## config.mk

```make
export PLATFORM = sky130hd
export DESIGN_NAME = ysyx_210238_mtimer_flat
export DESIGN_NICKNAME = d
export VERILOG_FILES = /design/src/rtl/ysyx_210238_mtimer_if.sv /design/src/rtl/ysyx_210238_mtimer.sv /design/src/flat_wrapper.sv
export SDC_FILE = /design/constraint.sdc
export NUM_CORES = 1
export LEC_CHECK = 0
export BUFFER_PORTS_ARGS = -buffer_cell sky130_fd_sc_hd__buf_2
export CAP_MARGIN = 20
export CORE_MARGIN = 8
export CORE_UTILIZATION = 35
export DETAILED_ROUTE_END_ITERATION = 10
export PLACE_DENSITY = 0.56
export SLEW_MARGIN = 0
export SYNTH_ARGS = -nofsm -noshare
export SYNTH_HDL_FRONTEND = slang
export SYNTH_SLANG_ARGS = --single-unit
export TNS_END_PERCENT = 5
```

## constraint.sdc

```tcl
create_clock -name clk -period 3.3 [get_ports clk]
set_clock_uncertainty 0.2 [all_clocks]
set_input_delay 0.165 -clock clk [delete_from_list [all_inputs] [get_ports clk]]
set_output_delay 0.165 -clock clk [all_outputs]
set_load 0.01 [all_outputs]
```

## src/rtl/ysyx_210238_mtimer_if.sv

```systemverilog
// Single-outstanding valid/ready MMIO port between the core and the machine timer.
// The master issues one request and waits for its response before the next.
interface ysyx_210238_mtimer_if;
  logic        req_valid;
  logic        req_ready;
  logic [63:0] req_addr;
  logic        req_wen;
  logic [63:0] req_wdata;
  logic [7:0]  req_wstrb;
  logic        resp_valid;
  logic        resp_ready;
  logic [63:0] resp_rdata;
  logic        resp_err;

  modport master (
    output req_valid, req_addr, req_wen, req_wdata, req_wstrb, resp_ready,
    input  req_ready, resp_valid, resp_rdata, resp_err
  );

  modport slave (
    input  req_valid, req_addr, req_wen, req_wdata, req_wstrb, resp_ready,
    output req_ready, resp_valid, resp_rdata, resp_err
  );
endinterface

```

## src/rtl/ysyx_210238_mtimer.sv

```systemverilog
// Machine timer: 64-bit mtime with prescaler, mtimecmp, and a registered level
// interrupt (mtime >= mtimecmp), accessed through a single-outstanding MMIO slave.
module ysyx_210238_mtimer #(
  parameter logic [63:0] BASE_ADDR = 64'h0000_0000_0200_0000,
  parameter int          TICK_DIV  = 1
) (
  input  logic                        clk,
  input  logic                        rst_n,
  ysyx_210238_mtimer_if.slave         bus,
  output logic                        o_timer_int
);

  localparam int              PW        = (TICK_DIV > 1) ? $clog2(TICK_DIV) : 1;
  localparam logic [PW-1:0]   PRESC_MAX = PW'(TICK_DIV - 1);
  localparam logic [63:0]     CMP_ADDR  = BASE_ADDR + 64'h4000;
  localparam logic [63:0]     TIME_ADDR = BASE_ADDR + 64'hBFF8;

  typedef enum logic {IDLE = 1'b0, RESP = 1'b1} state_t;

  state_t        state_reg, state_next;
  logic [PW-1:0] presc_reg, presc_next;
  logic [63:0]   mtime_reg, mtime_next, mtime_inc;
  logic [63:0]   mtimecmp_reg, mtimecmp_next;
  logic          timer_int_reg, timer_int_next;
  logic          resp_valid_reg, resp_valid_next;
  logic          resp_err_reg, resp_err_next;
  logic [63:0]   resp_rdata_reg, resp_rdata_next;
  logic          req_ready;
  logic          tick, acc, sel_cmp, sel_time, wr_cmp, wr_time;

  assign tick       = (presc_reg == PRESC_MAX);
  assign presc_next = tick ? '0 : presc_reg + PW'(1);
  assign mtime_inc  = mtime_reg + {63'd0, tick};

  assign sel_cmp  = (bus.req_addr == CMP_ADDR);
  assign sel_time = (bus.req_addr == TIME_ADDR);
  assign acc      = (state_reg == IDLE) && bus.req_valid;
  assign wr_cmp   = acc && bus.req_wen && sel_cmp;
  assign wr_time  = acc && bus.req_wen && sel_time;

  // Byte merge; for mtime the unwritten bytes carry this edge's increment.
  generate
    for (genvar gi = 0; gi < 8; gi++) begin : g_byte
      assign mtime_next[8*gi +: 8]    = (wr_time && bus.req_wstrb[gi]) ?
                                        bus.req_wdata[8*gi +: 8] : mtime_inc[8*gi +: 8];
      assign mtimecmp_next[8*gi +: 8] = (wr_cmp && bus.req_wstrb[gi]) ?
                                        bus.req_wdata[8*gi +: 8] : mtimecmp_reg[8*gi +: 8];
    end
  endgenerate

  assign timer_int_next = (mtime_next >= mtimecmp_next);

  always_comb begin
    state_next      = state_reg;
    resp_valid_next = resp_valid_reg;
    resp_err_next   = resp_err_reg;
    resp_rdata_next = resp_rdata_reg;
    req_ready       = 1'b0;
    case (state_reg)
      IDLE: begin
        req_ready = 1'b1;
        if (bus.req_valid) begin
          state_next      = RESP;
          resp_valid_next = 1'b1;
          resp_err_next   = !(sel_cmp || sel_time);
          // Reads see the pre-update register value.
          if (!bus.req_wen && sel_cmp)       resp_rdata_next = mtimecmp_reg;
          else if (!bus.req_wen && sel_time) resp_rdata_next = mtime_reg;
          else                               resp_rdata_next = 64'd0;
        end
      end
      RESP: begin
        if (bus.resp_ready) begin
          state_next      = IDLE;
          resp_valid_next = 1'b0;
          resp_err_next   = 1'b0;
          resp_rdata_next = 64'd0;
        end
      end
      default: state_next = IDLE;
    endcase
  end

  always_ff @(posedge clk or negedge rst_n) begin
    if (!rst_n) begin
      state_reg      <= IDLE;
      presc_reg      <= '0;
      mtime_reg      <= 64'd0;
      mtimecmp_reg   <= 64'hFFFF_FFFF_FFFF_FFFF;
      timer_int_reg  <= 1'b0;
      resp_valid_reg <= 1'b0;
      resp_err_reg   <= 1'b0;
      resp_rdata_reg <= 64'd0;
    end else begin
      state_reg      <= state_next;
      presc_reg      <= presc_next;
      mtime_reg      <= mtime_next;
      mtimecmp_reg   <= mtimecmp_next;
      timer_int_reg  <= timer_int_next;
      resp_valid_reg <= resp_valid_next;
      resp_err_reg   <= resp_err_next;
      resp_rdata_reg <= resp_rdata_next;
    end
  end

  assign bus.req_ready  = req_ready;
  assign bus.resp_valid = resp_valid_reg;
  assign bus.resp_err   = resp_err_reg;
  assign bus.resp_rdata = resp_rdata_reg;
  assign o_timer_int    = timer_int_reg;

endmodule

```

## src/flat_wrapper.sv

```systemverilog
// flat-port wrapper written by rule: the top's interface ports become plain ports
module ysyx_210238_mtimer_flat 
#(
  parameter logic [63:0] BASE_ADDR = 64'h0000_0000_0200_0000,
  parameter int          TICK_DIV  = 1
)
  (clk, rst_n, o_timer_int, bus_req_valid, bus_req_addr, bus_req_wen, bus_req_wdata, bus_req_wstrb, bus_resp_ready, bus_req_ready, bus_resp_valid, bus_resp_rdata, bus_resp_err);
  ysyx_210238_mtimer_if bus_i ();
  input  logic clk;
  input  logic rst_n;
  output logic o_timer_int;
  input wire logic [$bits(bus_i.req_valid)-1:0] bus_req_valid;
  input wire logic [$bits(bus_i.req_addr)-1:0] bus_req_addr;
  input wire logic [$bits(bus_i.req_wen)-1:0] bus_req_wen;
  input wire logic [$bits(bus_i.req_wdata)-1:0] bus_req_wdata;
  input wire logic [$bits(bus_i.req_wstrb)-1:0] bus_req_wstrb;
  input wire logic [$bits(bus_i.resp_ready)-1:0] bus_resp_ready;
  output wire logic [$bits(bus_i.req_ready)-1:0] bus_req_ready;
  output wire logic [$bits(bus_i.resp_valid)-1:0] bus_resp_valid;
  output wire logic [$bits(bus_i.resp_rdata)-1:0] bus_resp_rdata;
  output wire logic [$bits(bus_i.resp_err)-1:0] bus_resp_err;
  assign bus_i.req_valid = bus_req_valid;
  assign bus_i.req_addr = bus_req_addr;
  assign bus_i.req_wen = bus_req_wen;
  assign bus_i.req_wdata = bus_req_wdata;
  assign bus_i.req_wstrb = bus_req_wstrb;
  assign bus_i.resp_ready = bus_resp_ready;
  assign bus_req_ready = bus_i.req_ready;
  assign bus_resp_valid = bus_i.resp_valid;
  assign bus_resp_rdata = bus_i.resp_rdata;
  assign bus_resp_err = bus_i.resp_err;
  ysyx_210238_mtimer #(.BASE_ADDR(BASE_ADDR), .TICK_DIV(TICK_DIV)) u_core (.clk(clk), .rst_n(rst_n), .bus(bus_i), .o_timer_int(o_timer_int));
endmodule
```

==> reports/summary.md, run 1 <==
The total overflow left after global routing is 0. The slew at the pin with the worst max-slew slack is 0.874 ns, and the insertion delay of the later-clocked pin in the worst-skew pair is 0.46 ns. The critical path contains buffers and inverters numbering 3 combined. TritonCTS built the clock tree. The core region is 0.0323 mm².

Summed over all layers, the routed wires come to 36200 µm. The primary flip-flop cell chosen by synthesis mapping was sky130_fd_sc_hd__dfrtp_1. The floorplan die area is 0.0386 mm². The tree is rooted in a sky130_fd_sc_hd__clkbuf_16.

The logs give 1821 for the final layout net count and 0 for the residual DRC count. In this run the remaining antenna-violating nets after routing total 0. Share of the clock period used by the worst path: 107%. Counting every net in the synthesized netlist gives 1307. The synthesized flop and latch total is 196, and the routed via count divided by cell count is 5.02. Of the synthesized area, sequential elements account for 43.7%. Final hold analysis gives a worst-case slack of 0.0138 ns. The clock network burns 42.3% of the power.

STA puts the critical path data required time at 3.43 ns. The signal on the critical path passes through and4_4 -> nand4_4 -> buf_4 -> nor4_4 -> buf_6 -> buf_6 -> and2_1 -> nand4_1 -> xor2_1 -> a21oi_1 -> ha_1 -> nand4_1 -> nor3_2 -> a221o_1 -> nor3_4 -> o21ai_1. The first TritonRoute pass finished after 7 iterations. Sorting the synthesized cells by area gives the leading types as sky130_fd_sc_hd__dfrtp_1 29%, sky130_fd_sc_hd__dfstp_2 15%, sky130_fd_sc_hd__ha_1 7.1%.

Clock tree synthesis found a total of 196 sinks. On the critical path the largest part of the delay comes from simple AND/OR/NAND/NOR gates. The total via count after detailed routing is 10407. The fraction of power consumed by combinational cells was 7.8%.

The worst setup path is captured at a flip-flop. The internal power of the cells totals 0.00358 W. Yosys printed 0 warnings.

The number of enable-type register cells in the synthesized netlist is 0. Based on the critical path, the design can be clocked at up to 0.284 GHz. Net switching is 26.2% of the power. For this configuration, the core starts out at a cell density of 35.3%. Max-cap violations in this run came to 0. Entering global routing, the biggest net connects 81 pins.

After floorplanning, the core was divided into 66 placement rows. The run gives 51 as the count of distinct cell types in the synthesized netlist. Global routing used 18.7% of the available tracks across all layers. The fraction of layout instances using a drive strength above 1 was 44.2%; the net switching power was 0.00127 W. The post-synthesis area per instance was 10.4 µm². After the first detailed-routing iteration, the DRC count stood at 433. Setup repair after global routing could not meet its margin everywhere. The final hold violation count was 0; the total negative setup slack was -0.267 ns. Sorting the synthesized cells by how often they occur yields 165 x sky130_fd_sc_hd__nand2_1, 132 x sky130_fd_sc_hd__dfrtp_1, 90 x sky130_fd_sc_hd__nor2_1, 84 x sky130_fd_sc_hd__a21oi_1, 65 x sky130_fd_sc_hd__ha_1. Buffers placed on the I/O ports in this run total 208. The cell type of the slowest stage on the worst timing path is sky130_fd_sc_hd__dfrtp_1. The floorplan step set the die height to 196 µm. The detailed placer's ending HPWL was 26500 µm.

From synthesis to final layout, the design area changed by 44.9%. The top-area cell type share of the netlist area is 29.0%. Clock-pin slew on the worst setup and hold paths: 0.08 ns.

TritonCTS created 17 clock buffers. The time the worst path needs with I/O delays and setup was 3.52 ns. The worst hold path belongs to the class in2reg. The CTS H-tree depth is 4, and the leakage power is 8.50 nW.

The start-to-end type of the worst setup path is reg2reg. The number of antenna violations at the first check in global routing was 5; the number of buffers between clock root and the deepest sink was 2. The largest single stage delay on the critical path is 0.38 ns. Setup violations remaining at the end of the flow were counted as 2. The width of the die is 196 µm, and the worst supply voltage drop on vdd is 0.000335 V.

The number of global-route vias before repair is 10986, and the total standard cell area after synthesis is 0.0114 mm². The checks that failed: setup timing. The first global-routing pass estimated 57700 µm of wire. In this run the worst path has a maximum fanout of 6. Measured against its own limit, the worst slew margin works out to 41.8%. Of all flip-flops after synthesis, the portion carrying an async set or reset was 100%. The max-slew violation count is 0. Power per cell area: 294 mW/mm². The post-layout worst setup margin is -0.218 ns, and the top-level port count is 209. The final weighted congestion of routability-driven global placement came out at 0.837. In the final routed layout, each cell accounts on average for 17.4 µm. After technology mapping, the gate count stands at 1101.

The area used by multi-input combinational logic is 0.00655 mm². By instance count, the leading cell after synthesis is sky130_fd_sc_hd__nand2_1. The number of filler instances in the final layout is 2971, and the arrival time at the worst endpoint is 3.65 ns. For the register area, the log shows 0.00498 mm². Per report_power, the sequential group accounts for 49.8% of the total. The flow ran to the end, but the final reports show violations. The synthesized design spends more area on one cell type than any other, namely sky130_fd_sc_hd__dfrtp_1.

The worst setup path is launched from a flip-flop.
==> logic make-up after synthesis <==
| logic type | share of synthesized area, % |
|---|---|
| and+or+nand+nor | 19.2 |
| DFF | 43.7 |
| AOI/OAI and AO/OA | 9.94 |
| muxes | 12.6 |
| adders and majority gates | 7.13 |
| xor gates and xnor gates | 4.76 |
| buffers and inverters | 2.65 |
==> timing repair <==
item	CTS	global route
resized for setup	72	20
cloned	1	1
endpoints found under the hold margin	198	0
buffers inserted	34	9
endpoints found under the setup margin	1	2
pin swaps	50	19
hold buffers	71	0
==> per-stage QoR <==
step	util (%)	instance area, µm²	worst slack [ns]	std cells	power, W
global placement	44.8	14500	-1.06	1923	0.00277
finish	51.2	16500	-0.218	2074	0.00485
detailed placement	44.8	14500	-1.09	1923	0.00277
global route	51.2	16500	-0.373	2073	0.00501
floorplan	-	11500	-0.306	1101	0.00253
CTS	50.5	16300	-0.227	2060	0.00490
==> worst paths after layout <==
path / endpoint / startpoint / slack [ns] / depth (start not counted)
max in group asynchronous: u_core.mtimecmp_reg[8] / rst_n / 1.88 / 3
min in group asynchronous: u_core.bus.resp_rdata[3] / rst_n / 0.09 / 2
worst max-delay path: u_core.o_timer_int / u_core.mtime_reg[20] / -0.22 / 16
worst max register to register: u_core.o_timer_int / u_core.mtime_reg[20] / -0.22 / 16
worst min-delay path: u_core.mtime_reg[51] / bus_req_wstrb[6] / 0.01 / 4
worst min register to register: u_core.bus.resp_rdata[11] / u_core.mtimecmp_reg[11] / 0.29 / 2
==> cells in the final DEF (no fill, tap or decap), types with 7 or more instances in the layout <==
master                          count
sky130_fd_sc_hd__a21o_1            12
sky130_fd_sc_hd__a21oi_1           70
sky130_fd_sc_hd__a21oi_2           12
sky130_fd_sc_hd__a22oi_1           64
sky130_fd_sc_hd__buf_12             7
sky130_fd_sc_hd__buf_2            207
sky130_fd_sc_hd__buf_4            229
sky130_fd_sc_hd__buf_6             19
sky130_fd_sc_hd__clkbuf_16         17
sky130_fd_sc_hd__dfrtp_1          132
sky130_fd_sc_hd__dfstp_2           64
sky130_fd_sc_hd__dlygate4sd3_1     71
sky130_fd_sc_hd__ha_1              64
sky130_fd_sc_hd__inv_1              7
sky130_fd_sc_hd__mux2_2            48
sky130_fd_sc_hd__mux2_4            17
sky130_fd_sc_hd__mux2i_1           63
sky130_fd_sc_hd__nand2_1          161
sky130_fd_sc_hd__nand3_1           39
sky130_fd_sc_hd__nand3_2            7
sky130_fd_sc_hd__nand3_4            8
sky130_fd_sc_hd__nand4_1           41
sky130_fd_sc_hd__nor2_1            81
sky130_fd_sc_hd__nor2_2             7
sky130_fd_sc_hd__nor4_1            15
sky130_fd_sc_hd__nor4_2             8
sky130_fd_sc_hd__nor4_4             8
sky130_fd_sc_hd__xnor2_1           20
sky130_fd_sc_hd__xor2_1            41
==> final cells by class <==
class / instances / area share [%]
clock inverter: 14 / 0.735
clock buffer: 18 / 2.66
inverter: 7 / 0.159
antenna: 4 / 0.0606
sequential: 196 / 30.2
multi-input combinational: 859 / 39.7
timing repair buffer: 534 / 23.2
tap: 442 / 3.35
==> layer usage <==
metal / vias up / global-route usage (%) / share of wire (%)
met5: - / 0 / 0.028
met4: 2 / 6.20 / 2.2
met3: 45 / 3.91 / 4.6
met2: 255 / 32.0 / 49
met1: 5038 / 23.4 / 45
li1: 5067 / - / -
==> worst min-delay path, cell delays in order <==
cell                      delay (ns)
sky130_fd_sc_hd__buf_2          0.13
sky130_fd_sc_hd__nand3_2        0.08
sky130_fd_sc_hd__buf_6          0.16
sky130_fd_sc_hd__a21oi_2        0.08
==> power by group through the flow <==
stage	Combinational, W	Sequential, W	Clock (W)
after floorplan	0.0000669	0.00246	0
after global placement	0.000309	0.00246	0
after detailed placement	0.000312	0.00246	0
after CTS	0.000384	0.00242	0.00210
after global routing	0.000416	0.00242	0.00218
final	0.000381	0.00242	0.00205
Power figures use the tool's default switching activity.
==> run 2: changes to the inputs <==
--- a/config.mk
+++ b/config.mk
@@ -5,12 +5,12 @@
 export SDC_FILE = /design/constraint.sdc
 export NUM_CORES = 1
 export LEC_CHECK = 0
-export BUFFER_PORTS_ARGS = -buffer_cell sky130_fd_sc_hd__buf_2
 export CAP_MARGIN = 20
 export CORE_MARGIN = 8
 export CORE_UTILIZATION = 35
 export DETAILED_ROUTE_END_ITERATION = 10
-export PLACE_DENSITY = 0.56
+export DONT_BUFFER_PORTS = 1
+export PLACE_DENSITY = 0.51
 export SLEW_MARGIN = 0
 export SYNTH_ARGS = -nofsm -noshare
 export SYNTH_HDL_FRONTEND = slang
==> run 2 against run 1 <==
Effect of this change:
- the run ends with hold timing, setup timing left
- count of clock-buffer cells in the layout is 2 higher
- sequential power hardly changed
- sequential cell count stayed put
- cell count is 9.5% lower
- total power is 0.41% higher
- routed wire length is 3.5% higher
- sequential share of layout area is 1.7 points higher
- non-clock buffer count is 191 lower
- core utilization is 2.8 points lower
- critical path type unchanged
- largest cell class unchanged
==> reports/summary.md, run 2 (synthesis gave the netlist of run 1 again) <==
The net switching share of the total power is 22.4% (-3.8 points), and the data required time of the worst path is 3.42 ns (about the same). The clock-pin slew on the worst setup and hold paths came out at 0.07 ns (about the same). The fmax is 0.282 GHz (-0.89%), and the worst reg-to-reg setup slack is -0.25 ns (-0.03 ns).

The routed via count divided by cell count came out at 5.13 (+2.2%). The count of standard-cell rows was 66 (unchanged). The most common cell after layout, fill and taps aside was sky130_fd_sc_hd__buf_4. The starting density of the core was 35.3% (unchanged); the total via count after detailed routing was 9623 (-7.5%).

The final hold violation count is 196 (+196). The share of the core filled with cells came out at 48.4% (-2.8 points). The worst supply voltage drop on vdd was 0.000336 V (about the same). The number of antenna violations at the first check in global routing is 0 (-5), and the number of global-route vias before repair is 10458 (-4.8%). For the headroom to the max-slew limit, the log shows 42.2% (+0.39 points). Start-to-end type of the worst setup path: reg2reg. The logs give 0 (unchanged) for the max-slew violation count and 0.0156 mm² (-5.5%) for the post-route cell area. The global-route usage over all layers was 19.5% (+0.79 points); the detailed placer's ending HPWL was 25500 µm (-4.1%).

Leaving out fill and tap cells, the most frequent cells in the layout are 214 x sky130_fd_sc_hd__buf_4, 163 x sky130_fd_sc_hd__nand2_1, 132 x sky130_fd_sc_hd__dfrtp_1, 105 x sky130_fd_sc_hd__dlygate4sd3_1, 84 x sky130_fd_sc_hd__nor2_1. The fraction of power consumed by combinational cells is 4.2% (-3.6 points), and the count of placed standard cells including taps is 1714 (-11%). The run gives 0.0386 mm² (unchanged) as the floorplan die area. The number of filler instances in the final layout is 3014 (+1.4%).

The worst hold path belongs to the class in2async. The internal portion of total power came out at 0.00378 W (+5.5%). Sort of element at the end of the critical path: a flip-flop.

The tools report the number of violations of the max-capacitance limit as 0 (unchanged). The logs give 0.45 ns (about the same) for the insertion delay of the later-clocked pin in the worst-skew pair and -0.767 ns (-0.781 ns) for the worst slack on hold paths. The tools report the CTS H-tree depth as 4 (unchanged).

The worst setup path is launched from a flip-flop. The tools report the top-level port count as 209 (unchanged). The post-cts hold buffer count was 105 (+48%); the final routed wirelength across all metal layers was 37500 µm (+3.5%). The tools report the final weighted congestion of routability-driven global placement as 0.851 (+1.6%).

The power per cell area came out at 312 mW/mm² (+6.2%). The run gives 49.7% (about the same) as the fraction of power consumed by sequential logic. The checks that failed: hold timing, setup timing. For the number of buffers between clock root and the deepest sink, the log shows 2 (unchanged). The net switching power was 0.00109 W (-14%); the maximum net fanout on the critical path was 6 (unchanged). The wire length of the first global-routing pass came out at 59000 µm (+2.2%).

The tools report the post-route total power as 0.00487 W (+0.41%). The width of the die is 196 µm (unchanged), and the time the worst path needs with I/O delays and setup is 3.55 ns (+0.0315 ns). The number of violations reported at the end of detailed-routing iteration 0 is 507 (+17%), and the number of port buffers is 0 (-100%). The final instance count without filler cells came out at 1877 (-9.5%). Relative to the synthesized area, the layout overhead comes to 37.0%. The tools report the clock network fraction of design power as 46.1% (+3.8 points). The total CTS buffers was 17 (unchanged); the per-cell routed wire length was 20.0 µm (+14%). The die height was 196 µm (unchanged); the arrival time at the worst endpoint was 3.67 ns (+0.02 ns). The antenna violation net count after detailed routing came out at 0 (unchanged). TritonCTS built the clock tree.

The share of the clock period used by the worst path is 108% (+0.95 points). Largest net degree at the start of global routing: 197 (+140%). The slew at the pin with the worst max-slew slack was 0.865 ns (-0.00877 ns); the aggregate global routing overflow was 0 (unchanged). The clock sink count was 196 (unchanged); the residual DRC count was 0 (unchanged). For the diode insertion count for antenna repair, the log shows 0 (-4). The run gives 0.0134 mm² (-7.3%) as the area after detailed placement. The largest individual stage delay along the critical path comes from the cell sky130_fd_sc_hd__a2111o_1.

The leakage power was 7.74 nW (-9.0%); the final setup violation count was 2 (unchanged). The root buffer cell chosen for the clock tree is sky130_fd_sc_hd__clkbuf_16. The critical path's largest stage delay was 0.41 ns (+0.03 ns). The critical path goes through and4_4 -> nand4_1 -> buf_6 -> buf_4 -> nor4_4 -> buf_6 -> buf_6 -> buf_4 -> nand3_1 -> xor2_1 -> a21oi_1 -> ha_1 -> a21oi_1 -> a21oi_1 -> a2111o_1 -> a211oi_2 -> o21ai_1. The number of detailed-route iterations in the first pass was 4 (-3); the post-layout worst setup margin was -0.250 ns (-0.0315 ns). The flow ran to the end, but the final reports show violations.

Setup repair after global routing could not meet its margin everywhere. The final layout net count came out at 1628 (-11%). The area inside the core boundary is 0.0323 mm² (unchanged), and the fraction of layout instances using a drive strength above 1 is 33.3% (-11 points).
[run 2: layout make-up]
type	instances	area (µm²)	share of cell area, %
clock buffer	20	437	2.80
multi-input combinational	857	6470	41.4
inverter	7	26.3	0.168
clock inverter	12	178	1.14
tap	442	553	3.54
timing repair buffer	343	2970	19.0
sequential	196	4980	31.9
[run 2: power groups by stage]
| stage | logic (W) | registers (W) | clock network (W) |
|---|---|---|---|
| final | 0.000202 | 0.00242 | 0.00225 |
| after global routing | 0.000216 | 0.00242 | 0.00239 |
| after CTS | 0.000205 | 0.00242 | 0.00233 |
| after detailed placement | 0.0000965 | 0.00246 | 0 |
| after global placement | 0.0000958 | 0.00247 | 0 |
| after floorplan | 0.0000669 | 0.00246 | 0 |
[run 2: worst paths after layout]
check / startpoint / end / depth (start not counted)
worst max-delay path: u_core.mtime_reg[2] / u_core.o_timer_int / 17
worst min register to register: u_core.mtimecmp_reg[60] / u_core.bus.resp_rdata[60] / 2
min in group clk: bus_req_wen / u_core.mtimecmp_reg[21] / 3
worst min-delay path: rst_n / u_core.bus.resp_rdata[19] / 0
max in group asynchronous: rst_n / u_core.mtimecmp_reg[63] / 0
worst max register to register: u_core.mtime_reg[2] / u_core.o_timer_int / 17
[run 2: critical path, delay by kind of cell (launching register included)]
family / cells / cell delay, ns
flops: 1 / 0.36
xor+xnor: 1 / 0.15
buf+inv: 5 / 0.71
simple gates: 4 / 0.61
compound gates: 6 / 1.10
fa+ha+maj: 1 / 0.29
[run 2: metrics by stage]
stage                     setup slack, ns  setup TNS [ns]  hold WS (ns)
after floorplan                    -0.306          -0.306        -0.331
after global placement             -0.751          -0.751        -0.316
after CTS                          -0.267          -0.346        -0.806
after detailed placement           -0.790          -0.790        -0.317
after global routing               -0.458          -0.677        -0.803
final                              -0.250          -0.391        -0.767
[run 2: layer usage]
layer  routed length (µm)  global-route usage (%)  vias up
met5                    0                       0        -
met4                 1020                    6.77        0
met3                 2130                    4.86       46
met2                18000                    33.0      220
met1                16300                    24.0     4686
li1                     -                       -     4671
[run 2: what timing repair did]
action / 4_1_cts / 5_1_grt
setup buffers: 27 / 0
gates resized for setup: 69 / 13
endpoints found under the setup margin: 1 / 2
gates cloned: 1 / 0
hold endpoints to repair: 390 / 196
pin swaps: 51 / 5
